[config.mk]
export PLATFORM = sky130hd
export DESIGN_NAME = reg_write_arbiter_flat
export DESIGN_NICKNAME = d
export VERILOG_FILES = /design/src/rtl/reg_write_arbiter_if.sv /design/src/rtl/reg_write_arbiter.sv /design/src/flat_wrapper.sv
export SDC_FILE = /design/constraint.sdc
export NUM_CORES = 1
export LEC_CHECK = 0
export ABC_AREA = 1
export CORE_MARGIN = 4
export CORE_UTILIZATION = 48
export DETAILED_ROUTE_END_ITERATION = 10
export GPL_TIMING_DRIVEN = 0
export PLACE_DENSITY = 0.8
export SLEW_MARGIN = 0
export SYNTH_ARGS = -nofsm -noshare
export SYNTH_HDL_FRONTEND = slang
export SYNTH_SLANG_ARGS = --single-unit
[constraint.sdc]
create_clock -name clk_i -period 3 [get_ports clk_i]
set_clock_uncertainty 0.2 [all_clocks]
set_input_delay 0.9 -clock clk_i [delete_from_list [all_inputs] [get_ports clk_i]]
set_output_delay 0.9 -clock clk_i [all_outputs]
set_load 0.01 [all_outputs]
[src/rtl/reg_write_arbiter_if.sv]
// reg_write_arbiter_if
//   Bundles every non-clock/reset signal of the register-file write arbiter.
//   Signal names carry the arbiter's point of view (_i = into the arbiter,
//   _o = out of the arbiter), so the same names read correctly on both sides.
//
//   Signals
//     wb_valid_i/wb_addr_i/wb_data_i      in-order WB result (held by stall_o)
//     ll_valid_i/ll_ready_o/ll_addr_i/ll_data_i
//                                         long-latency result handshake
//     issue_valid_i/issue_addr_i          LL op issued, mark destination pending
//     rs1_addr_i/rs2_addr_i               scoreboard queries
//     rs1_busy_o/rs2_busy_o               query answers (combinational)
//     stall_o                             WB stage must hold this cycle
//     RegWrite_o/RDaddr_o/RDdata_o        registered register-file write port
//
//   Modports
//     master : pipeline side, drives requests and observes the write port
//     slave  : the arbiter itself
interface reg_write_arbiter_if;
  logic        wb_valid_i;
  logic [4:0]  wb_addr_i;
  logic [31:0] wb_data_i;
  logic        ll_valid_i;
  logic        ll_ready_o;
  logic [4:0]  ll_addr_i;
  logic [31:0] ll_data_i;
  logic        issue_valid_i;
  logic [4:0]  issue_addr_i;
  logic [4:0]  rs1_addr_i;
  logic [4:0]  rs2_addr_i;
  logic        rs1_busy_o;
  logic        rs2_busy_o;
  logic        stall_o;
  logic        RegWrite_o;
  logic [4:0]  RDaddr_o;
  logic [31:0] RDdata_o;

  modport master (
    output wb_valid_i, wb_addr_i, wb_data_i,
    output ll_valid_i, ll_addr_i, ll_data_i,
    output issue_valid_i, issue_addr_i,
    output rs1_addr_i, rs2_addr_i,
    input  ll_ready_o, rs1_busy_o, rs2_busy_o, stall_o,
    input  RegWrite_o, RDaddr_o, RDdata_o
  );

  modport slave (
    input  wb_valid_i, wb_addr_i, wb_data_i,
    input  ll_valid_i, ll_addr_i, ll_data_i,
    input  issue_valid_i, issue_addr_i,
    input  rs1_addr_i, rs2_addr_i,
    output ll_ready_o, rs1_busy_o, rs2_busy_o, stall_o,
    output RegWrite_o, RDaddr_o, RDdata_o
  );
endinterface

[src/rtl/reg_write_arbiter.sv]
// reg_write_arbiter
//   Owns the register file's single write port. In-order WB results normally
//   win the port; long-latency (LL) results are queued in a small FIFO and
//   written when WB is idle, or forcibly drained (stalling WB for one cycle)
//   once the FIFO head has lost to WB STARVE_MAX times. A pending-destination
//   scoreboard tells the hazard unit which registers still await an LL write.
//
//   Ports
//     clk_i  in  clock, rising edge
//     rst_i  in  asynchronous, active-low reset
//     bus    slave side of reg_write_arbiter_if (see interface header)
//
//   Parameters
//     DEPTH      LL FIFO entries (power of two, >= 2)
//     STARVE_MAX consecutive WB wins over a non-empty FIFO before a drain
module reg_write_arbiter #(
  parameter int DEPTH      = 4,
  parameter int STARVE_MAX = 8
) (
  input  logic                 clk_i,
  input  logic                 rst_i,
  reg_write_arbiter_if.slave   bus
);

  localparam int PTR_W = $clog2(DEPTH);
  localparam int CNT_W = PTR_W + 1;
  localparam int STV_W = $clog2(STARVE_MAX + 1);

  // FIFO storage (no reset: contents are only meaningful under count_reg)
  logic [4:0]       fifo_addr_mem [DEPTH];
  logic [31:0]      fifo_data_mem [DEPTH];
  logic [PTR_W-1:0] wr_ptr_reg;
  logic [PTR_W-1:0] rd_ptr_reg;
  logic [CNT_W-1:0] count_reg;
  logic [CNT_W-1:0] count_next;

  logic [STV_W-1:0] starve_reg;
  logic [STV_W-1:0] starve_next;

  logic [31:0]      pending_reg;
  wire  [31:0]      pending_next;

  logic             reg_write_reg;
  logic [4:0]       rd_addr_reg;
  logic [31:0]      rd_data_reg;

  logic             full;
  logic             empty;
  logic             push;
  logic             pop;
  logic             wb_go;
  logic             drain;
  logic [4:0]       head_addr;
  logic [31:0]      head_data;

  // ---------------------------------------------------------------------
  // Selection
  // ---------------------------------------------------------------------
  assign full  = (count_reg == CNT_W'(DEPTH));
  assign empty = (count_reg == '0);

  // ready depends only on the registered fill level, so a push is never
  // accepted into a full FIFO even when a pop happens on the same edge.
  assign bus.ll_ready_o = !full;
  // x0 results complete the handshake but are dropped.
  assign push  = bus.ll_valid_i && !full && (bus.ll_addr_i != 5'd0);

  assign wb_go = bus.wb_valid_i && (bus.wb_addr_i != 5'd0);
  assign drain = !empty && (starve_reg == STV_W'(STARVE_MAX));
  // Head is written on a forced drain, or whenever WB has nothing real to
  // write (including a WB aimed at x0).
  assign pop   = !empty && (drain || !wb_go);

  assign bus.stall_o = drain;

  assign head_addr = fifo_addr_mem[rd_ptr_reg];
  assign head_data = fifo_data_mem[rd_ptr_reg];

  always_comb begin
    starve_next = starve_reg;
    if (pop) begin
      starve_next = '0;
    end else if (wb_go && !empty && (starve_reg != STV_W'(STARVE_MAX))) begin
      starve_next = starve_reg + STV_W'(1);
    end
  end

  always_comb begin
    count_next = count_reg + CNT_W'(push) - CNT_W'(pop);
  end

  // ---------------------------------------------------------------------
  // FIFO storage write
  // ---------------------------------------------------------------------
  always_ff @(posedge clk_i) begin
    if (push) begin
      fifo_addr_mem[wr_ptr_reg] <= bus.ll_addr_i;
      fifo_data_mem[wr_ptr_reg] <= bus.ll_data_i;
    end
  end

  // ---------------------------------------------------------------------
  // Scoreboard: set on issue, clear when the popped head targets the bit.
  // A same-edge set overrides the clear so a re-issued destination stays
  // pending for its newer result.
  // ---------------------------------------------------------------------
  assign pending_next[0] = 1'b0;

  generate
    for (genvar gi = 1; gi < 32; gi++) begin : g_sb
      logic set_bit;
      logic clr_bit;
      assign set_bit = bus.issue_valid_i && (bus.issue_addr_i == 5'(gi));
      assign clr_bit = pop && (head_addr == 5'(gi));
      assign pending_next[gi] = set_bit | (pending_reg[gi] & ~clr_bit);
    end
  endgenerate

  assign bus.rs1_busy_o = pending_reg[bus.rs1_addr_i];
  assign bus.rs2_busy_o = pending_reg[bus.rs2_addr_i];

  // ---------------------------------------------------------------------
  // State and registered write port
  // ---------------------------------------------------------------------
  always_ff @(posedge clk_i or negedge rst_i) begin
    if (!rst_i) begin
      wr_ptr_reg    <= '0;
      rd_ptr_reg    <= '0;
      count_reg     <= '0;
      starve_reg    <= '0;
      pending_reg   <= '0;
      reg_write_reg <= 1'b0;
      rd_addr_reg   <= '0;
      rd_data_reg   <= '0;
    end else begin
      count_reg   <= count_next;
      starve_reg  <= starve_next;
      pending_reg <= pending_next;
      if (push) begin
        wr_ptr_reg <= wr_ptr_reg + PTR_W'(1);
      end
      if (pop) begin
        rd_ptr_reg <= rd_ptr_reg + PTR_W'(1);
      end

      // Address/data only move on a real write; idle cycles just drop enable.
      reg_write_reg <= pop || wb_go;
      if (pop) begin
        rd_addr_reg <= head_addr;
        rd_data_reg <= head_data;
      end else if (wb_go) begin
        rd_addr_reg <= bus.wb_addr_i;
        rd_data_reg <= bus.wb_data_i;
      end
    end
  end

  assign bus.RegWrite_o = reg_write_reg;
  assign bus.RDaddr_o   = rd_addr_reg;
  assign bus.RDdata_o   = rd_data_reg;

endmodule
[src/flat_wrapper.sv]
// flat-port wrapper written by rule: the top's interface ports become plain ports
module reg_write_arbiter_flat 
#(
  parameter int DEPTH      = 4,
  parameter int STARVE_MAX = 8
)
  (clk_i, rst_i, bus_wb_valid_i, bus_wb_addr_i, bus_wb_data_i, bus_ll_valid_i, bus_ll_addr_i, bus_ll_data_i, bus_issue_valid_i, bus_issue_addr_i, bus_rs1_addr_i, bus_rs2_addr_i, bus_ll_ready_o, bus_rs1_busy_o, bus_rs2_busy_o, bus_stall_o, bus_RegWrite_o, bus_RDaddr_o, bus_RDdata_o);
  reg_write_arbiter_if bus_i ();
  input  logic clk_i;
  input  logic rst_i;
  input wire logic [$bits(bus_i.wb_valid_i)-1:0] bus_wb_valid_i;
  input wire logic [$bits(bus_i.wb_addr_i)-1:0] bus_wb_addr_i;
  input wire logic [$bits(bus_i.wb_data_i)-1:0] bus_wb_data_i;
  input wire logic [$bits(bus_i.ll_valid_i)-1:0] bus_ll_valid_i;
  input wire logic [$bits(bus_i.ll_addr_i)-1:0] bus_ll_addr_i;
  input wire logic [$bits(bus_i.ll_data_i)-1:0] bus_ll_data_i;
  input wire logic [$bits(bus_i.issue_valid_i)-1:0] bus_issue_valid_i;
  input wire logic [$bits(bus_i.issue_addr_i)-1:0] bus_issue_addr_i;
  input wire logic [$bits(bus_i.rs1_addr_i)-1:0] bus_rs1_addr_i;
  input wire logic [$bits(bus_i.rs2_addr_i)-1:0] bus_rs2_addr_i;
  output wire logic [$bits(bus_i.ll_ready_o)-1:0] bus_ll_ready_o;
  output wire logic [$bits(bus_i.rs1_busy_o)-1:0] bus_rs1_busy_o;
  output wire logic [$bits(bus_i.rs2_busy_o)-1:0] bus_rs2_busy_o;
  output wire logic [$bits(bus_i.stall_o)-1:0] bus_stall_o;
  output wire logic [$bits(bus_i.RegWrite_o)-1:0] bus_RegWrite_o;
  output wire logic [$bits(bus_i.RDaddr_o)-1:0] bus_RDaddr_o;
  output wire logic [$bits(bus_i.RDdata_o)-1:0] bus_RDdata_o;
  assign bus_i.wb_valid_i = bus_wb_valid_i;
  assign bus_i.wb_addr_i = bus_wb_addr_i;
  assign bus_i.wb_data_i = bus_wb_data_i;
  assign bus_i.ll_valid_i = bus_ll_valid_i;
  assign bus_i.ll_addr_i = bus_ll_addr_i;
  assign bus_i.ll_data_i = bus_ll_data_i;
  assign bus_i.issue_valid_i = bus_issue_valid_i;
  assign bus_i.issue_addr_i = bus_issue_addr_i;
  assign bus_i.rs1_addr_i = bus_rs1_addr_i;
  assign bus_i.rs2_addr_i = bus_rs2_addr_i;
  assign bus_ll_ready_o = bus_i.ll_ready_o;
  assign bus_rs1_busy_o = bus_i.rs1_busy_o;
  assign bus_rs2_busy_o = bus_i.rs2_busy_o;
  assign bus_stall_o = bus_i.stall_o;
  assign bus_RegWrite_o = bus_i.RegWrite_o;
  assign bus_RDaddr_o = bus_i.RDaddr_o;
  assign bus_RDdata_o = bus_i.RDdata_o;
  reg_write_arbiter #(.DEPTH(DEPTH), .STARVE_MAX(STARVE_MAX)) u_core (.clk_i(clk_i), .rst_i(rst_i), .bus(bus_i));
endmodule
==> impl_metrics.env, run 1 <==
export IMPL_period_share_pct=97.97
export IMPL_maxCapViolCount=0
export IMPL_die_h_um=154.9
export IMPL_io_buffers=131
export IMPL_place_area_um2=12150
export IMPL_grt_pass1_wl_um=43770
export IMPL_synth_top_cells_by_area="edfxtp_1, dfrtp_1, nand2_1"
export IMPL_fin_cells=1553
export IMPL_worst_pin_slew_ns=0.7258
export IMPL_syn_avg_cell_area_um2=9.488
export IMPL_dieArea_um2=23980
export IMPL_cp_arrival_ns=1.84
export IMPL_first_pass_iters=5
export IMPL_cpMostUsedCell="nand2_2"
export IMPL_finalCriticalPeriod_ns=2.939
export IMPL_endpoint_kind="primary output"
export IMPL_clk_root_buffer_cell="clkbuf_16"
export IMPL_cp_max_fo=9
export IMPL_cts_sinks=228
export IMPL_powerDensity_nw_per_um2=935.4
export IMPL_cts_buffer_depth=3
export IMPL_grt_max_degree=55
export IMPL_antenna_found_initial=0
export IMPL_ctsHoldBuffers=0
export IMPL_synth_xor_xnor_area_share_pct=0.5077
export IMPL_power_leakage_nw=5.465
export IMPL_rsz0062_at_grt="yes"
export IMPL_largest_reg_flops=128
export IMPL_ys_ff_latch=228
export IMPL_fp_dieW_um=154.9
export IMPL_synthArstFlopShare_pct=35.09
export IMPL_synth_cell_types=29
export IMPL_rrSetupSlack_ns=0.14
export IMPL_wire_per_inst_um=18.23
export IMPL_outcome="completed"
export IMPL_worst_slack_ns=0.06096
export IMPL_final_cell_mix="nand2_1, edfxtp_1, clkdlybuf4s50_1, nand3_1, o21ai_0"
export IMPL_area_delta_synth_final_pct=27.64
export IMPL_cts_tree="built"
export IMPL_dp_slack_ns=-0.8705
export IMPL_synth_cells=1091
export IMPL_cts_clk_slew_worst_paths_ns=0.06
export IMPL_muxShareOfSynthArea_pct=0
export IMPL_design_core_area_um2=21090
export IMPL_ys_flop_type="edfxtp_1"
export IMPL_dp_cells=1502
export IMPL_crit_type="in2out"
export IMPL_antenna_left=0
export IMPL_startpoint_type="input port"
export IMPL_drc_errors=0
export IMPL_cts_made_buffers=23
export IMPL_final_common_cell="nand2_1"
export IMPL_clk_latency_ns=0.51
export IMPL_synth_top_family_by_area="simple AND/OR/NAND/NOR gates"
export IMPL_regToRegEndpoint="u_core.count_reg[2]$_DFF_PN0_"
export IMPL_grt_pass1_vias=8272
export IMPL_slew_viol_final=0
export IMPL_synth_edf_count=148
export IMPL_hpwl_um=19450
export IMPL_globalRouteOverflowTotal=0
export IMPL_yosys_area_share_adder_pct=1.160
export IMPL_antenna_cells=0
export IMPL_htreeDepth=1
export IMPL_vias=8466
export IMPL_crit_required_ns=1.90
export IMPL_grt_util_all_layers_pct=22.95
export IMPL_nets=1365
export IMPL_fmax_ghz=0.3402
export IMPL_path_delay_family="simple AND/OR/NAND/NOR gates"
export IMPL_yosysTopAreaCell="edfxtp_1"
export IMPL_critical_path_cell_chain="clkbuf_4 > inv_2 > nand3_1 > nand3_2 > nand2_2 > nand2_2 > nand2_2 > nand2_1 > nand2_1 > buf_2"
export IMPL_critPathMaxStageDelay_ns=0.17
export IMPL_yosysWarnings=0
export IMPL_max_slew_margin_pct=51.50
export IMPL_synthSimpleGateAreaFrac_pct=21.81
export IMPL_ios=136
export IMPL_ys_seq_area_share_pct=62.27
export IMPL_syn_nets=1194
export IMPL_gp_congestion=0.8920
export IMPL_critPathBufInv=3
export IMPL_core_rowCount=53
export IMPL_drtIter0Drc=796
export IMPL_syn_area_um2=10350
export IMPL_viasPerCell=5.451
export IMPL_drive_gt1_share_pct=10.95
export IMPL_synth_compound_area_share_pct=8.413
export IMPL_wl_um=28310
export IMPL_synth_top_area_share_pct=42.93
export IMPL_cp_slowest_cell="clkbuf_4"
export IMPL_start_util_pct=49.09
export IMPL_r2r_start="u_core.starve_reg[1]$_DFFE_PN0P_"
export IMPL_final_area_um2=13210
export IMPL_hold_violations=0
export IMPL_irDropWorstVdd_uv=537.3
export IMPL_reg2regPathDepth=16
export IMPL_hold_path_class="in2async"
export IMPL_setup_viol=0
## how the worst max path moves through the flow
stage                 startpoint                                    end  cells after the start
6_report       bus_rs2_addr_i[1]                         bus_rs2_busy_o                     10
5_1_grt        bus_rs2_addr_i[0]                         bus_rs2_busy_o                     12
4_1_cts        bus_rs2_addr_i[0]                         bus_rs2_busy_o                     12
3_5_place_dp    bus_wb_addr_i[4]          u_core.count_reg[2]$_DFF_PN0_                     14
3_3_place_gp    bus_ll_addr_i[3]  u_core.fifo_data_mem[2][21]$_DFFE_PP_                      5
2_1_floorplan   bus_ll_addr_i[3]   u_core.fifo_addr_mem[0][0]$_DFFE_PP_                      4
## metal layers
layer	part of all wire [%]	global-route usage [%]	vias to the layer above
li1	-	-	4007
met4	3.0	7.569	0
met1	40	29.36	4005
met2	49	39.79	391
met3	7.7	4.117	63
met5	0	0	-
## cells by family after synthesis
logic type | Yosys count
fa+ha+maj | 9
flops | 228
xor+xnor | 6
buf+inv | 141
compound gates | 167
simple gates | 540
## repair_timing
action                                  in CTS  in global routing
cloned                                       1                  1
pin swaps                                    7                 16
buffers inserted                             5                  4
endpoints found under the setup margin      22                  3
resized for setup                           40                 56
## cells in the mapped netlist, types with 2 or more instances
cell / number
clkbuf_1: 30
nand3_4: 2
inv_1: 82
buf_4: 9
or2_2: 2
buf_6: 3
buf_2: 10
inv_2: 3
nand2_2: 2
o22ai_1: 28
edfxtp_1: 148
xor2_1: 5
nor2_1: 97
ha_1: 8
nand3_2: 2
nand3_1: 127
clkbuf_2: 3
dfrtp_1: 80
o21ai_0: 107
nand2_1: 303
o21ai_1: 32
## report_power, final
part / switching, mW / internal (mW)
sequential: 0.506 / 4.31
combinational: 2.97 / 1.73
clock: 1.19 / 1.66
total: 4.66 / 7.70
## metrics by stage
stage          setup TNS (ns)  power, mW  hold slack (ns)  utilization (%)
6_report                    0      12.36           0.1143            62.66
5_1_grt              -0.03506      13.09           0.1403            62.66
2_1_floorplan          -55.26      7.407           0.2412                -
3_5_place_dp           -56.03      9.359           0.2708            57.62
4_1_cts             -0.004110      12.26           0.1238            61.68
3_3_place_gp          -518.00      9.145           0.2617            56.95
## area by class of cell
class                      instances  area, um2
buffer                            54      337.8
clock buffer                      27      620.6
clock inverter                    14      137.6
fill                            1681       7875
inverter                          86      350.3
multi-input combinational        722       3452
sequential                       228       6446
tap                              275      344.1
timing repair buffer             147       1524
Note: power is estimated with default switching activity, not from simulation.
==> run 2, diff against run 1 <==
--- a/config.mk
+++ b/config.mk
@@ -8,6 +8,7 @@
 export ABC_AREA = 1
 export CORE_MARGIN = 4
 export CORE_UTILIZATION = 48
+export CTS_CLUSTER_SIZE = 12
 export DETAILED_ROUTE_END_ITERATION = 10
 export GPL_TIMING_DRIVEN = 0
 export PLACE_DENSITY = 0.8
==> impl_metrics.env, run 2 (same netlist as run 1, synthesis figures left out) <==
export IMPL_outcome="completed"
export IMPL_crit_type="in2out"
export IMPL_r2r_start="u_core.starve_reg[1]$_DFFE_PN0P_"
export IMPL_worst_pin_slew_ns=0.7310
export IMPL_critPathMaxStageDelay_ns=0.12
export IMPL_htreeDepth=1
export IMPL_irDropWorstVdd_uv=529.5
export IMPL_cts_tree="built"
export IMPL_maxCapViolCount=0
export IMPL_slew_viol_final=0
export IMPL_start_util_pct=49.09
export IMPL_nets=1366
export IMPL_antenna_left=0
export IMPL_cts_sinks=228
export IMPL_ios=136
export IMPL_cpMostUsedCell="nand2_2"
export IMPL_n_fill_cell=1710
export IMPL_rsz0062_at_grt="yes"
export IMPL_grt_max_degree=55
export IMPL_area_delta_synth_final_pct=27.00
export IMPL_hold_violations=0
export IMPL_hpwl_um=19450
export IMPL_fmax_ghz=0.3390
export IMPL_max_slew_margin_pct=51.15
export IMPL_fp_dieW_um=154.9
export IMPL_grt_pass1_vias=8247
export IMPL_critical_path_cell_chain="buf_12 > inv_8 > buf_6 > nand2_4 > nand3_2 > nand3_2 > nand2_2 > nand2_2 > nand2_2 > nand2_1 > nand2_1 > buf_2"
export IMPL_clk_latency_ns=0.51
export IMPL_globalRouteOverflowTotal=0
export IMPL_grt_util_all_layers_pct=22.85
export IMPL_drc_errors=0
export IMPL_drive_gt1_share_pct=10.70
export IMPL_regToRegEndpoint="u_core.count_reg[2]$_DFF_PN0_"
export IMPL_vias=8508
export IMPL_cts_made_buffers=23
export IMPL_dieArea_um2=23980
export IMPL_cp_max_fo=7
export IMPL_core_rowCount=53
export IMPL_ctsHoldBuffers=0
export IMPL_cp_arrival_ns=1.85
export IMPL_power_leakage_nw=5.431
export IMPL_final_common_cell="nand2_1"
export IMPL_grt_pass1_wl_um=43510
export IMPL_antenna_found_initial=1
export IMPL_clk_root_buffer_cell="clkbuf_16"
export IMPL_drtIter0Drc=774
export IMPL_cts_clk_slew_worst_paths_ns=0.06
export IMPL_crit_required_ns=1.90
export IMPL_post_route_util_pct=62.34
export IMPL_wire_per_inst_um=18.21
export IMPL_first_pass_iters=5
export IMPL_place_area_um2=12150
export IMPL_largest_reg_flops=128
export IMPL_fin_setup_tns_ns=0
export IMPL_hold_path_class="in2async"
export IMPL_setup_viol=0
export IMPL_reg2regPathDepth=16
export IMPL_die_h_um=154.9
export IMPL_cp_slowest_cell="buf_12"
export IMPL_viasPerCell=5.468
export IMPL_final_area_um2=13150
export IMPL_startpoint="bus_rs2_addr_i[0]"
export IMPL_design_core_area_um2=21090
export IMPL_startpoint_type="input port"
export IMPL_powerDensity_nw_per_um2=920.7
export IMPL_cts_buffer_depth=3
export IMPL_endpoint_kind="primary output"
export IMPL_fin_hold_ws_ns=0.1198
export IMPL_period_share_pct=98.31
export IMPL_finalCriticalPeriod_ns=2.949
export IMPL_io_buffers=131
export IMPL_gp_congestion=0.8920
export IMPL_wl_um=28340
export IMPL_rrSetupSlack_ns=0.21
export IMPL_final_cell_mix="nand2_1, edfxtp_1, clkdlybuf4s50_1, nand3_1, o21ai_0"
run 2: how the worst max path moves through the flow:
stage                                                 end  slack (ns)
floorplan            u_core.fifo_addr_mem[0][0]$_DFFE_PP_       -0.37
global placement    u_core.fifo_data_mem[2][21]$_DFFE_PP_       -2.32
detailed placement          u_core.count_reg[2]$_DFF_PN0_       -0.87
CTS                                        bus_rs1_busy_o        0.02
global route                               bus_rs1_busy_o       -0.03
finish                                     bus_rs2_busy_o        0.05
run 2: cell type report:
type / count / area, um2 / area share (%)
clock buffer: 39 / 645.6 / 4.911
sequential: 228 / 6446 / 49.03
tap: 275 / 344.1 / 2.617
inverter: 86 / 350.3 / 2.665
multi-input combinational: 722 / 3472 / 26.41
buffer: 54 / 349.1 / 2.655
antenna: 1 / 2.502 / 0.01903
timing repair buffer: 148 / 1518 / 11.54
clock inverter: 3 / 18.77 / 0.1428
run 2: power breakdown:
part           internal (mW)  total, mW  switching [mW]
clock network           1.46       2.60            1.14
registers               4.31       4.82           0.507
logic                   1.73       4.68            2.95
total                   7.50       12.1            4.60
run 2: worst max-delay path: cells and delay by family:
| family | cells | cell delay, ns |
|---|---|---|
| buf+inv | 4 | 0.42 |
| simple gates | 8 | 0.51 |
run 2: through the flow:
step	power (mW)	setup WS, ns	instances
after global routing	12.83	-0.03091	1555
final	12.10	0.05057	1556
after detailed placement	9.359	-0.8705	1502
after CTS	12.01	0.01571	1550
after floorplan	7.407	-0.3734	1091
after global placement	9.145	-2.325	1497
run 2: timing repair:
item / 4_1_cts / 5_1_grt
setup buffers: 5 / 4
pin swaps: 7 / 21
resized for setup: 44 / 57
gates cloned: 2 / 1
endpoints found under the setup margin: 20 / 3
run 2: layer usage:
metal  vias up  GRT usage (%)  routed length (um)
met5         -              0                  13
li1       4007              -                   -
met4         2          7.569                 798
met2       417          39.85               14140
met1      4022          28.53               10950
met3        60          4.812                2439
==> run 3, diff against run 2 <==
--- a/config.mk
+++ b/config.mk
@@ -6,7 +6,7 @@
 export NUM_CORES = 1
 export LEC_CHECK = 0
 export ABC_AREA = 1
-export CORE_MARGIN = 4
+export CORE_MARGIN = 2
 export CORE_UTILIZATION = 48
 export CTS_CLUSTER_SIZE = 12
 export DETAILED_ROUTE_END_ITERATION = 10
==> impl_metrics.env, run 3 (same netlist as run 1, synthesis figures left out) <==
export IMPL_drive_gt1_share_pct=10.71
export IMPL_rsz0062_at_grt="yes"
export IMPL_endpoint_kind="primary output"
export IMPL_vias=8735
export IMPL_cts_clk_slew_worst_paths_ns=0.06
export IMPL_maxCapViolCount=0
export IMPL_max_slew_margin_pct=56.21
export IMPL_ios=136
export IMPL_largest_reg_flops=128
export IMPL_fin_hold_ws_ns=0.04722
export IMPL_design_core_area_um2=21090
export IMPL_rrSetupSlack_ns=0.19
export IMPL_startpoint="bus_rs2_addr_i[1]"
export IMPL_viasPerCell=5.585
export IMPL_startpoint_type="input port"
export IMPL_worst_pin_slew_ns=0.6545
export IMPL_ctsHoldBuffers=0
export IMPL_final_cell_mix="nand2_1, edfxtp_1, clkdlybuf4s50_1, o21ai_0, nand3_1"
export IMPL_wire_per_inst_um=18.39
export IMPL_reg2regPathDepth=16
export IMPL_powerDensity_nw_per_um2=925.3
export IMPL_antenna_cells=0
export IMPL_outcome="completed"
export IMPL_cp_slowest_cell="clkinvlp_4"
export IMPL_post_route_util_pct=62.99
export IMPL_grt_use_met1_pct=33.89
export IMPL_grt_pass1_wl_um=44660
export IMPL_die_h_um=150.9
export IMPL_final_common_cell="nand2_1"
export IMPL_cts_sinks=228
export IMPL_grt_util_all_layers_pct=25.49
export IMPL_cts_tree="built"
export IMPL_globalRouteOverflowTotal=0
export IMPL_hold_violations=0
export IMPL_drtIter0Drc=890
export IMPL_cp_max_fo=8
export IMPL_first_pass_iters=6
export IMPL_fmax_ghz=0.3365
export IMPL_setup_viol=0
export IMPL_grt_busiest_layer="met2"
export IMPL_clk_latency_ns=0.52
export IMPL_area_delta_synth_final_pct=28.33
export IMPL_dieArea_um2=22760
export IMPL_cp_arrival_ns=1.87
export IMPL_cts_buffer_depth=3
export IMPL_nets=1374
export IMPL_clk_root_buffer_cell="clkbuf_16"
export IMPL_fp_dieW_um=150.9
export IMPL_gp_congestion=0.9087
export IMPL_io_buffers=131
export IMPL_critPathMaxStageDelay_ns=0.20
export IMPL_cts_made_buffers=24
export IMPL_crit_type="in2out"
export IMPL_drc_errors=0
export IMPL_antenna_left=0
export IMPL_slew_viol_final=0
export IMPL_irDropWorstVdd_uv=569.4
export IMPL_grt_max_degree=69
export IMPL_hold_path_class="in2async"
export IMPL_met3_usage_pct=4.819
export IMPL_crit_required_ns=1.90
export IMPL_period_share_pct=99.05
export IMPL_antenna_found_initial=1
export IMPL_power_leakage_nw=5.474
export IMPL_regToRegEndpoint="u_core.count_reg[2]$_DFF_PN0_"
export IMPL_grt_pass1_vias=8431
export IMPL_hpwl_um=19240
export IMPL_grt_util_met2_pct=41.66
export IMPL_cpMostUsedCell="nand2_1"
export IMPL_wl_um=28760
export IMPL_start_util_pct=49.09
export IMPL_finalCriticalPeriod_ns=2.971
export IMPL_r2r_start="u_core.starve_reg[1]$_DFFE_PN0P_"
export IMPL_core_rowCount=53
export IMPL_critical_path_cell_chain="clkbuf_16 > clkinvlp_4 > nand3_2 > nand3_2 > nand2_2 > nand2_1 > nand2_1 > nand2_1 > nand2_1 > buf_2"
export IMPL_htreeDepth=1
-- run 3: cell types whose count changed in the layout (fill, tap and decap cells not counted), moves of 3 or more --
cell / change
nand2_2: -11
buf_4: +5
clkbuf_16: +4
nand3_4: +4
clkinvlp_4: +3
nand3_1: -6
nand2_1: +12
-- run 3: critical path: cells and delay by family --
| kind | cells | cell delay, ns |
|---|---|---|
| buffers and inverters | 3 | 0.43 |
| AND/OR/NAND/NOR | 7 | 0.52 |
-- run 3: power by group --
| group | internal (mW) | switching (mW) | total (mW) |
|---|---|---|---|
| Combinational | 1.75 | 3.01 | 4.76 |
| Clock | 1.56 | 1.15 | 2.72 |
| Sequential | 4.31 | 0.504 | 4.81 |
-- run 3: how the worst max path moves through the flow --
stage / slack, ns / to / depth (start not counted)
2_1_floorplan: -0.37 / u_core.fifo_addr_mem[0][0]$_DFFE_PP_ / 4
3_3_place_gp: -2.42 / u_core.fifo_data_mem[3][28]$_DFFE_PP_ / 5
3_5_place_dp: -0.80 / u_core.count_reg[2]$_DFF_PN0_ / 14
4_1_cts: -0.1 / bus_rs2_busy_o / 10
5_1_grt: -0.04 / bus_rs2_busy_o / 10
6_report: 0.03 / bus_rs2_busy_o / 10
-- run 3: final cells by class --
cell class | instances | area [um2]
well taps | 275 | 344.1
flip-flops and latches | 228 | 6446
inverters | 86 | 352.8
plain buffers | 54 | 360.3
repair buffers | 155 | 1575
fillers | 1654 | 7804
clock buffers | 39 | 688.2
multi-input cells | 722 | 3492
clock inverters | 5 | 25.02
-- run 3: metal layers --
layer / up-vias / part of all wire, %
li1: 4026 / -
met1: 4163 / 40
met2: 466 / 47
met3: 80 / 8.8
met4: 0 / 3.6
met5: - / 0
-- run 3: what timing repair did --
action	4_1_cts	5_1_grt
cloned	2	1
buffers inserted	6	10
endpoints found under the setup margin	5	27
resized for setup	57	33
pin swaps	6	22
-- run 3: per-stage QoR --
| stage | TNS [ns] | std cells | setup WS, ns | instance area, um2 | power, mW |
|---|---|---|---|---|---|
| after global routing | -0.03804 | 1564 | -0.03804 | 13280 | 12.98 |
| final | 0 | 1564 | 0.02864 | 13280 | 12.29 |
| after CTS | -0.09760 | 1553 | -0.09760 | 13070 | 12.14 |
| after global placement | -531.65 | 1497 | -2.422 | 12010 | 9.174 |
| after floorplan | -55.26 | 1091 | -0.3734 | 10350 | 7.407 |
| after detailed placement | -51.07 | 1502 | -0.8037 | 12140 | 9.365 |
